### src/rtl/vga_timing_scaler.sv
// Raster timing generator with integer pixel replication and a delayed output
// stage, so sync/blank line up with a pixel FIFO of fixed read latency.
module vga_timing_scaler #(
  parameter int C_resolution_x      = 640,
  parameter int C_hsync_front_porch = 16,
  parameter int C_hsync_pulse       = 96,
  parameter int C_hsync_back_porch  = 48,
  parameter int C_resolution_y      = 480,
  parameter int C_vsync_front_porch = 10,
  parameter int C_vsync_pulse       = 2,
  parameter int C_vsync_back_porch  = 33,
  parameter int C_hsync_polarity    = 0,
  parameter int C_vsync_polarity    = 0,
  parameter int C_scale_x           = 1,
  parameter int C_scale_y           = 1,
  parameter int C_latency           = 0,
  parameter int C_color_bits        = 8
) (
  input  logic                    clk_pixel,
  input  logic                    reset_n,
  output logic                    fetch_next,
  output logic                    line_repeat,
  output logic                    frame_start,
  output logic [11:0]             beam_x,
  output logic [10:0]             beam_y,
  input  logic [C_color_bits-1:0] red_byte,
  input  logic [C_color_bits-1:0] green_byte,
  input  logic [C_color_bits-1:0] blue_byte,
  output logic [C_color_bits-1:0] vga_r,
  output logic [C_color_bits-1:0] vga_g,
  output logic [C_color_bits-1:0] vga_b,
  output logic                    vga_hsync,
  output logic                    vga_vsync,
  output logic                    vga_vblank,
  output logic                    vga_blank,
  output logic                    vga_de
);

  localparam int FX = C_resolution_x + C_hsync_front_porch + C_hsync_pulse + C_hsync_back_porch;
  localparam int FY = C_resolution_y + C_vsync_front_porch + C_vsync_pulse + C_vsync_back_porch;

  localparam logic [11:0] X_RES  = 12'(C_resolution_x);
  localparam logic [11:0] X_HS0  = 12'(C_resolution_x + C_hsync_front_porch);
  localparam logic [11:0] X_HS1  = 12'(C_resolution_x + C_hsync_front_porch + C_hsync_pulse);
  localparam logic [11:0] X_LAST = 12'(FX - 1);
  localparam logic [10:0] Y_RES  = 11'(C_resolution_y);
  localparam logic [10:0] Y_VS0  = 11'(C_resolution_y + C_vsync_front_porch);
  localparam logic [10:0] Y_VS1  = 11'(C_resolution_y + C_vsync_front_porch + C_vsync_pulse);
  localparam logic [10:0] Y_LAST = 11'(FY - 1);
  localparam logic [1:0]  SX_LAST = 2'(C_scale_x - 1);
  localparam logic [1:0]  SY_LAST = 2'(C_scale_y - 1);
  localparam logic        HS_POL = 1'(C_hsync_polarity);
  localparam logic        VS_POL = 1'(C_vsync_polarity);

  if ((C_scale_x < 1) || (C_scale_x > 4) ||
      ((C_resolution_x % ((C_scale_x < 1) ? 1 : C_scale_x)) != 0)) begin : g_bad_scale_x
    $error("vga_timing_scaler: C_scale_x must be 1..4 and divide C_resolution_x");
  end
  if ((C_scale_y < 1) || (C_scale_y > 4) ||
      ((C_resolution_y % ((C_scale_y < 1) ? 1 : C_scale_y)) != 0)) begin : g_bad_scale_y
    $error("vga_timing_scaler: C_scale_y must be 1..4 and divide C_resolution_y");
  end
  if ((C_latency < 0) || (C_latency > 7)) begin : g_bad_latency
    $error("vga_timing_scaler: C_latency must be 0..7");
  end

  logic [11:0] x_q, x_d;
  logic [10:0] y_q, y_d;
  logic [1:0]  sub_x_q, sub_x_d;
  logic [1:0]  sub_y_q, sub_y_d;
  logic        x_wrap, y_wrap;
  logic        active0, hs0, vs0, vb0;
  logic [3:0]  stage0, stage_del;

  always_comb begin
    x_wrap  = (x_q == X_LAST);
    y_wrap  = (y_q == Y_LAST);
    x_d     = x_wrap ? 12'd0 : x_q + 12'd1;
    y_d     = y_q;
    sub_x_d = sub_x_q;
    sub_y_d = sub_y_q;
    if (x_wrap) begin
      sub_x_d = 2'd0;
    end else if (x_q < X_RES) begin
      sub_x_d = (sub_x_q == SX_LAST) ? 2'd0 : sub_x_q + 2'd1;
    end
    if (x_wrap) begin
      y_d = y_wrap ? 11'd0 : y_q + 11'd1;
      if (y_wrap) begin
        sub_y_d = 2'd0;
      end else if (y_q < Y_RES) begin
        sub_y_d = (sub_y_q == SY_LAST) ? 2'd0 : sub_y_q + 2'd1;
      end
    end
  end

  always_ff @(posedge clk_pixel or negedge reset_n) begin
    if (!reset_n) begin
      x_q     <= '0;
      y_q     <= '0;
      sub_x_q <= '0;
      sub_y_q <= '0;
    end else begin
      x_q     <= x_d;
      y_q     <= y_d;
      sub_x_q <= sub_x_d;
      sub_y_q <= sub_y_d;
    end
  end

  always_comb begin
    active0 = (x_q < X_RES) && (y_q < Y_RES);
    hs0     = (x_q >= X_HS0) && (x_q < X_HS1);
    vs0     = (y_q >= Y_VS0) && (y_q < Y_VS1);
    vb0     = (y_q >= Y_RES);
    stage0  = {active0, hs0, vs0, vb0};
  end

  assign fetch_next  = active0 && (sub_x_q == 2'd0);
  // Looks ahead at the line about to start: replay when it is a repeated row.
  assign line_repeat = x_wrap && (y_d < Y_RES) && (sub_y_d != 2'd0);
  assign frame_start = (x_q == 12'd0) && (y_q == 11'd0);
  assign beam_x      = x_q;
  assign beam_y      = y_q;

  if (C_latency > 0) begin : g_delay
    logic [3:0] sr_q [C_latency];
    always_ff @(posedge clk_pixel or negedge reset_n) begin
      if (!reset_n) begin
        for (int i = 0; i < C_latency; i++) sr_q[i] <= '0;
      end else begin
        for (int i = C_latency - 1; i > 0; i--) sr_q[i] <= sr_q[i-1];
        sr_q[0] <= stage0;
      end
    end
    assign stage_del = sr_q[C_latency-1];
  end else begin : g_no_delay
    assign stage_del = stage0;
  end

  logic                    de_q, blank_q, vblank_q, hsync_q, vsync_q;
  logic [C_color_bits-1:0] r_q, g_q, b_q;

  always_ff @(posedge clk_pixel or negedge reset_n) begin
    if (!reset_n) begin
      de_q     <= 1'b0;
      blank_q  <= 1'b1;
      vblank_q <= 1'b0;
      hsync_q  <= ~HS_POL;
      vsync_q  <= ~VS_POL;
      r_q      <= '0;
      g_q      <= '0;
      b_q      <= '0;
    end else begin
      de_q     <= stage_del[3];
      blank_q  <= ~stage_del[3];
      vblank_q <= stage_del[0];
      hsync_q  <= ~(stage_del[2] ^ HS_POL);
      vsync_q  <= ~(stage_del[1] ^ VS_POL);
      r_q      <= stage_del[3] ? red_byte   : '0;
      g_q      <= stage_del[3] ? green_byte : '0;
      b_q      <= stage_del[3] ? blue_byte  : '0;
    end
  end

  assign vga_de     = de_q;
  assign vga_blank  = blank_q;
  assign vga_vblank = vblank_q;
  assign vga_hsync  = hsync_q;
  assign vga_vsync  = vsync_q;
  assign vga_r      = r_q;
  assign vga_g      = g_q;
  assign vga_b      = b_q;

endmodule

### config.mk
export PLATFORM = sky130hd
export DESIGN_NAME = vga_timing_scaler
export DESIGN_NICKNAME = d
export VERILOG_FILES = /design/src/rtl/vga_timing_scaler.sv
export SDC_FILE = /design/constraint.sdc
export NUM_CORES = 1
export LEC_CHECK = 0
export CAP_MARGIN = 20
export CELL_PAD_IN_SITES_DETAIL_PLACEMENT = 0
export CELL_PAD_IN_SITES_GLOBAL_PLACEMENT = 1
export CORE_ASPECT_RATIO = 2
export CORE_MARGIN = 3
export CORE_UTILIZATION = 30
export CTS_CLUSTER_SIZE = 10
export DETAILED_ROUTE_END_ITERATION = 12
export DONT_BUFFER_PORTS = 1
export GPL_ROUTABILITY_DRIVEN = 0
export PLACE_DENSITY = 0.63
export SYNTH_ARGS = -nofsm -noshare
export SYNTH_HDL_FRONTEND = slang
export SYNTH_SLANG_ARGS = --single-unit
export TNS_END_PERCENT = 5
### constraint.sdc
create_clock -name clk_pixel -period 2.8 [get_ports clk_pixel]
set_input_delay 0.28 -clock clk_pixel [delete_from_list [all_inputs] [get_ports clk_pixel]]
set_output_delay 0.28 -clock clk_pixel [all_outputs]
set_load 0.005 [all_outputs]
==> results.json, run 1 <==
{
  "p_per_area_mw_per_mm2": 542.2,
  "die-height_um": 134.5,
  "portBuffers": 0,
  "dieArea_mm2": 0.009446,
  "yosysWarningCount": 0,
  "run_status": "finished clean",
  "clock_skew_ns": 0.007653,
  "p_comb_share_pct": 2.2,
  "seq_area_frac_synth_pct": 56.75,
  "fillCellCount": 790,
  "setup_viol": 0,
  "arrival_ns": 2.31,
  "synthArstFlopShare_pct": 100.0,
  "yosys.area.top_type_share_pct": 53.56,
  "swShare_pct": 22.28,
  "root_buffer": "clkbuf_16",
  "synthFlopType": "dfrtp_1",
  "clock_path_buffers": 2,
  "drt_first_pass_iters": 4,
  "fmaxAchievable_mhz": 386.0,
  "cp_max_fo": 6,
  "synth_largest_area_cell": "dfrtp_1",
  "final_layout_size_suffix_gt1_share_pct": 14.16,
  "synthTopCellsByArea": "dfrtp_1 54%, and2_1 6.8%, ha_1 4.0%",
  "crit_type": "register to output port",
  "fin_cells": 322,
  "cp_slowest_cell": "dfrtp_2",
  "cts_sinks": 56,
  "drv_cap": 0,
  "antenna_found_initial": 0,
  "power_frac_clock_pct": 42.7,
  "grt_max_degree": 57,
  "grt_use_total_pct": 12.46,
  "required_ns": 2.52,
  "syn_nets": 253,
  "grt_pass1_wl_mm": 9.052,
  "clock_latency_ns": 0.30,
  "min_period_over_period_pct": 92.51,
  "power.leakage_nw": 1.208,
  "synth_seq_cells": 56,
  "initial_core_util_pct": 30.95,
  "syn-mean-instance-area_um2": 11.31,
  "path_delay_family": "simple AND/OR/NAND/NOR gates",
  "cts_buffers": 5,
  "hold_violations": 0,
  "path_buf_inv": 1,
  "via_per_inst": 4.984,
  "wl_mm": 5.654,
  "syn_inst": 219,
  "yosysUniqueCellTypes": 43,
  "ir_drop_mv": 0.3814,
  "netlist_area_mm2": 0.002476,
  "dr_total_vias": 1605,
  "drt_iter0_drc": 38,
  "core_area_mm2": 0.008000,
  "max-slew-margin-rel_pct": 65.67,
  "die_w_um": 70.24,
  "cp-end-kind": "output port",
  "path_clk_slew_ns": 0.07,
  "gr-total-overflow": 0,
  "path_cells": "or3_4, nor4_4, nand4_1, xnor2_1, nor4_2, buf_4",
  "ant_nets": 0,
  "htree_levels": 2,
  "tns_ns": 0,
  "p_seq_share_pct": 55.2,
  "slew_violations": 0,
  "switching_power_mw": 0.3376,
  "cp-start-kind": "register",
  "drc": 0,
  "grt_pass1_vias": 1674,
  "rsz0062_at_grt": "no",
  "ios": 81,
  "cts_tree": "yes",
  "syn_to_final_growth_pct": 12.89,
  "dp_hpwl_mm": 4.094,
  "worst_pin_slew_ns": 0.5102,
  "finalCriticalPeriod_ns": 2.590,
  "hold_class": "primary input to register",
  "wire_per_inst_um": 17.56,
  "cpPeakStageDelay_ns": 0.47,
  "internal_power_mw": 1.178,
  "synth_edf_count": 0,
  "antenna_cells": 0,
  "nNetsFinal": 259,
  "rows": 46,
  "dp_cells": 311
}
[cells by family (layout without fill, tap and decap cells)]
group | Yosys count | in the layout | share of synthesized area, %
flip-flops | 56 | 56 | 56.75
multiplexers | 3 | 3 | 1.213
AND/OR/NAND/NOR | 96 | 96 | 24.10
adder cells (fa/ha/maj) | 8 | 8 | 4.043
buffers and inverters | 20 | 27 | 3.335
XOR/XNOR | 14 | 14 | 4.952
AO/OA/AOI/OAI | 22 | 22 | 5.609
[path summary, 6_finish.rpt]
kind | from | endpoint | slack, ns | depth (start not counted)
min in group asynchronous | reset_n | beam_y[2] | 0.48 | 2
hold / removal | green_byte[2] | vga_g[2] | 0.11 | 1
setup reg to reg | beam_y[0] | sub_y_q[0] | 0.61 | 7
hold reg to reg | sub_x_q[0] | sub_x_q[0] | 0.52 | 2
setup / recovery | beam_x[7] | line_repeat | 0.21 | 6
max in group asynchronous | reset_n | vga_blank | 2.02 | 2
[layer usage]
layer / global-route usage (%) / share of wire, % / vias up
met1: 12.37 / 34 / 783
met4: 7.036 / 3.2 / 0
met3: 3.726 / 7.0 / 12
li1: - / - / 758
met5: 0 / 0 / -
met2: 22.49 / 56 / 52
[placed cells by master (no fill, tap or decap), types with 3 or more instances in the layout]
| master | netlist | layout |
|---|---|---|
| dfstp_2 | 3 | 3 |
| and2_1 | 27 | 27 |
| and3_1 | 5 | 5 |
| buf_4 | 1 | 4 |
| ha_1 | 8 | 8 |
| nand4_1 | 6 | 6 |
| nor2_1 | 12 | 12 |
| clkbuf_16 | 0 | 5 |
| nand2_1 | 10 | 10 |
| nand3_1 | 8 | 8 |
| xnor2_1 | 9 | 9 |
| dfrtp_1 | 53 | 51 |
| inv_1 | 12 | 12 |
| nor3_1 | 4 | 4 |
| and4_2 | 3 | 3 |
| o21ai_0 | 11 | 11 |
| o31ai_1 | 3 | 3 |
| mux2i_1 | 3 | 3 |
| xor2_1 | 5 | 5 |
[power groups by stage]
stage          registers, mW  logic [mW]  clock network (mW)
3_5_place_dp           0.852      0.0129                   0
5_1_grt                0.838      0.0384               0.712
3_3_place_gp           0.853      0.0114                   0
4_1_cts                0.837      0.0348               0.675
6_report               0.836      0.0326               0.647
2_1_floorplan          0.849      0.0110                   0
[cells in the mapped netlist (all sizes together), types with 2 or more instances]
cell type  number
clkbuf          4
a21oi           2
mux2i           3
nor2b           2
o31ai           3
and2           27
ha              8
xor2            5
nor3            5
nand4b          2
dfrtp          53
nand4           6
o21ai          11
nand3           8
buf             3
nor3b           2
dfstp           3
nand2          10
nor2           14
nor4            4
and3            5
xnor2           9
nand2b          2
and4            3
or2             2
inv            13
or3             2
[registers in the layout (all words and copies together), names as in the netlist]
signal,flops
sub_x_q,2
beam_x,12
vga_vblank,1
vga_g,8
vga_b,8
sub_y_q,2
vga_blank,1
beam_y,11
vga_r,8
vga_vsync,1
vga_hsync,1
vga_de,1
[through the flow]
step	util [%]	power (mW)	hold slack (ns)	setup WS [ns]	cell area [µm²]
after floorplan	-	0.8600	-0.01559	0.7053	2476
after global placement	32.31	0.8641	-0.01390	0.3529	2585
after detailed placement	32.31	0.8653	-0.01414	0.4027	2585
after CTS	34.67	1.547	0.09690	0.06113	2774
after global routing	34.94	1.588	0.09628	0.01137	2795
final	34.94	1.516	0.1063	0.2097	2795
[worst register-to-register path, cell delays in order, from the launching register on]
cell and delay, ns:
dfrtp_1 0.45, inv_1 0.15, ha_1 0.15, or4b_4 0.48, nor3_4 0.31, nand2b_4 0.26
nor2_2 0.05, a22o_1 0.23
[final cells by class]
cell class | count | area (µm²) | area share (%)
clock inverter | 3 | 26.28 | 0.9400
clock buffer | 5 | 125.1 | 4.476
tap | 96 | 120.1 | 4.297
multi-input combinational | 143 | 999.7 | 35.77
timing repair buffer | 6 | 67.56 | 2.417
sequential | 56 | 1408 | 50.36
inverter | 13 | 48.80 | 1.746
[timing repair]
action | 4_1_cts | 5_1_grt
hold endpoints to repair | 56 | 0
setup endpoints to repair | 0 | 1
hold buffers | 2 | 0
buffers inserted | 0 | 1
gates resized for setup | 0 | 4
Power figures use the tool's default switching activity.
==> run 2: changes to the inputs <==
--- a/config.mk
+++ b/config.mk
@@ -9,7 +9,7 @@
 export CELL_PAD_IN_SITES_DETAIL_PLACEMENT = 0
 export CELL_PAD_IN_SITES_GLOBAL_PLACEMENT = 1
 export CORE_ASPECT_RATIO = 2
-export CORE_MARGIN = 3
+export CORE_MARGIN = 1.5
 export CORE_UTILIZATION = 30
 export CTS_CLUSTER_SIZE = 10
 export DETAILED_ROUTE_END_ITERATION = 12
==> run 2 against run 1 <==
  * Design area up 0.72%
  * Critical path depth up 1
  * Combinational power up 1%
  * Wire length up 2.4%
  * Non-clock buffer count up 1
  * Clock-buffer cell count unchanged
  * Sequential share of layout area down 0.45 points
  * Sequential cell count unchanged
  * Clock skew down 0.0034 ns
  * Hold slack about the same
  * Fmax down 0.51%
  * Global-route usage up 2.0 points
  * Highest routed layer unchanged
==> results.json, run 2 (synthesis gave the netlist of run 1 again) <==
{
  "dr_total_vias": 1636,
  "cts_sinks": 56,
  "die-height_um": 131.5,
  "max-slew-margin-rel_pct": 68.70,
  "fillCellCount": 798,
  "clock_latency_ns": 0.30,
  "r2r_setup_slack_ns": 0.67,
  "gr-total-overflow": 0,
  "worst_pin_slew_ns": 0.4652,
  "design_area_mm2": 0.002815,
  "grt_pass1_wl_mm": 9.266,
  "power.leakage_nw": 1.220,
  "antenna_found_initial": 0,
  "syn_to_final_growth_pct": 13.69,
  "arrival_ns": 2.32,
  "grt_pass1_vias": 1732,
  "die_w_um": 67.24,
  "drv_cap": 0,
  "grt_use_total_pct": 14.43,
  "fmaxAchievable_mhz": 384.1,
  "clock_skew_ns": 0.004284,
  "p_per_area_mw_per_mm2": 564.6,
  "htree_levels": 2,
  "place_area_mm2": 0.002592,
  "grt_max_degree": 57,
  "wire_per_inst_um": 17.92,
  "drt_first_pass_iters": 4,
  "core_area_mm2": 0.007943,
  "min_path_cells": 1,
  "run_status": "finished clean",
  "met3_usage_pct": 3.596,
  "portBuffers": 0,
  "via_per_inst": 5.065,
  "tns_ns": 0,
  "r2r-end": "sub_y_q[0]",
  "hold_class": "primary input to register",
  "hold_violations": 0,
  "met1_usage_pct": 15.48,
  "nNetsFinal": 260,
  "rows": 46,
  "crit_type": "register to output port",
  "cp_max_fo": 6,
  "path_clk_slew_ns": 0.07,
  "final_common_cell": "dfrtp_1",
  "antenna_cells": 0,
  "ir_drop_mv": 0.4204,
  "initial_core_util_pct": 31.18,
  "ios": 81,
  "dieArea_mm2": 0.008841,
  "largest_reg_flops": 12,
  "required_ns": 2.52,
  "cp-start-kind": "register",
  "cts_tree": "yes",
  "final_cell_mix": "53 x dfrtp_1, 27 x and2_1, 12 x inv_1, 12 x nor2_1, 11 x o21ai_0",
  "final_layout_size_suffix_gt1_share_pct": 13.22,
  "cts_buffers": 5,
  "finalCriticalPeriod_ns": 2.604,
  "drc": 0,
  "top_usage_layer": "met2",
  "ant_nets": 0,
  "rsz0062_at_grt": "no",
  "cp-end-kind": "output port",
  "wl_mm": 5.788,
  "clock_path_buffers": 2,
  "root_buffer": "clkbuf_16",
  "reg2regPathDepth": 7,
  "slew_violations": 0,
  "worstHoldEndpoint": "vga_b[1]",
  "rr_startpoint": "beam_y[0]",
  "min_period_over_period_pct": 92.99,
  "gr-usage-met2_pct": 24.64,
  "drt_iter0_drc": 72,
  "dp_hpwl_mm": 4.191,
  "setup_viol": 0,
  "hold_path.startpoint": "blue_byte[1]"
}
==> run 2: cell types whose count changed in the layout (fill, tap and decap cells not counted) <==
cell        delta
dfrtp_2        -2
clkinvlp_4     +1
buf_4          +1
bufinv_16      +1
dfrtp_1        +2
clkinv_4       -2
or3_1          +1
or3_4          -1
==> run 2: critical path, cell delays in order (launching register included) <==
cell     delay, ns
dfrtp_1       0.44
ha_1          0.25
nand4_1       0.23
nor4_4        0.36
nand4_1       0.15
xnor2_1       0.18
nor4_2        0.26
buf_4         0.15
==> run 2: worst max-delay path by stage <==
| stage | slack (ns) | end | cells past startpoint | from |
|---|---|---|---|---|
| floorplan | 0.71 | line_repeat | 6 | beam_x[0] |
| global placement | 0.46 | line_repeat | 7 | beam_x[0] |
| detailed placement | 0.43 | line_repeat | 7 | beam_x[0] |
| CTS | 0.09 | line_repeat | 7 | beam_x[0] |
| global route | 0.02 | line_repeat | 7 | beam_x[0] |
| finish | 0.20 | line_repeat | 7 | beam_x[0] |
==> run 2: final cells by class <==
type | count | area, µm² | share of cell area (%)
well taps | 96 | 120.1 | 4.267
clock buffers | 5 | 125.1 | 4.444
inverters | 13 | 48.80 | 1.733
flip-flops and latches | 56 | 1405 | 49.91
multi-input cells | 143 | 994.7 | 35.33
repair buffers | 7 | 75.07 | 2.667
clock inverters | 3 | 46.29 | 1.644
==> run 2: routing by layer <==
layer  vias to the layer above  wire length [µm]
met4                         0               214
met3                        13               279
met1                       813              2028
met5                         -                 0
met2                        53              3266
li1                        757                 -
==> run 2: stage by stage <==
| step | power (mW) | setup slack [ns] | hold WS (ns) | std cells | utilization (%) |
|---|---|---|---|---|---|
| final | 1.589 | 0.1963 | 0.1058 | 323 | 35.44 |
| after detailed placement | 0.8651 | 0.4340 | -0.01454 | 312 | 32.64 |
| after floorplan | 0.8600 | 0.7053 | -0.01559 | 219 | - |
| after CTS | 1.624 | 0.08964 | 0.09456 | 322 | 35.27 |
| after global routing | 1.658 | 0.02271 | 0.08914 | 323 | 35.44 |
| after global placement | 0.8644 | 0.4609 | -0.01448 | 312 | 32.64 |
==> run 2: power by group <==
group | switching [mW] | internal [mW] | leakage [nW]
clock | 0.295 | 0.425 | 0.0804
sequential | 0.0101 | 0.826 | 0.697
combinational | 0.0197 | 0.0133 | 0.443
==> run 2: timing repair <==
action | 4_1_cts | 5_1_grt
hold buffers | 2 | 0
hold endpoints to repair | 56 | 0
endpoints found under the setup margin | 0 | 1
setup buffers | 0 | 1
resized for setup | 0 | 1
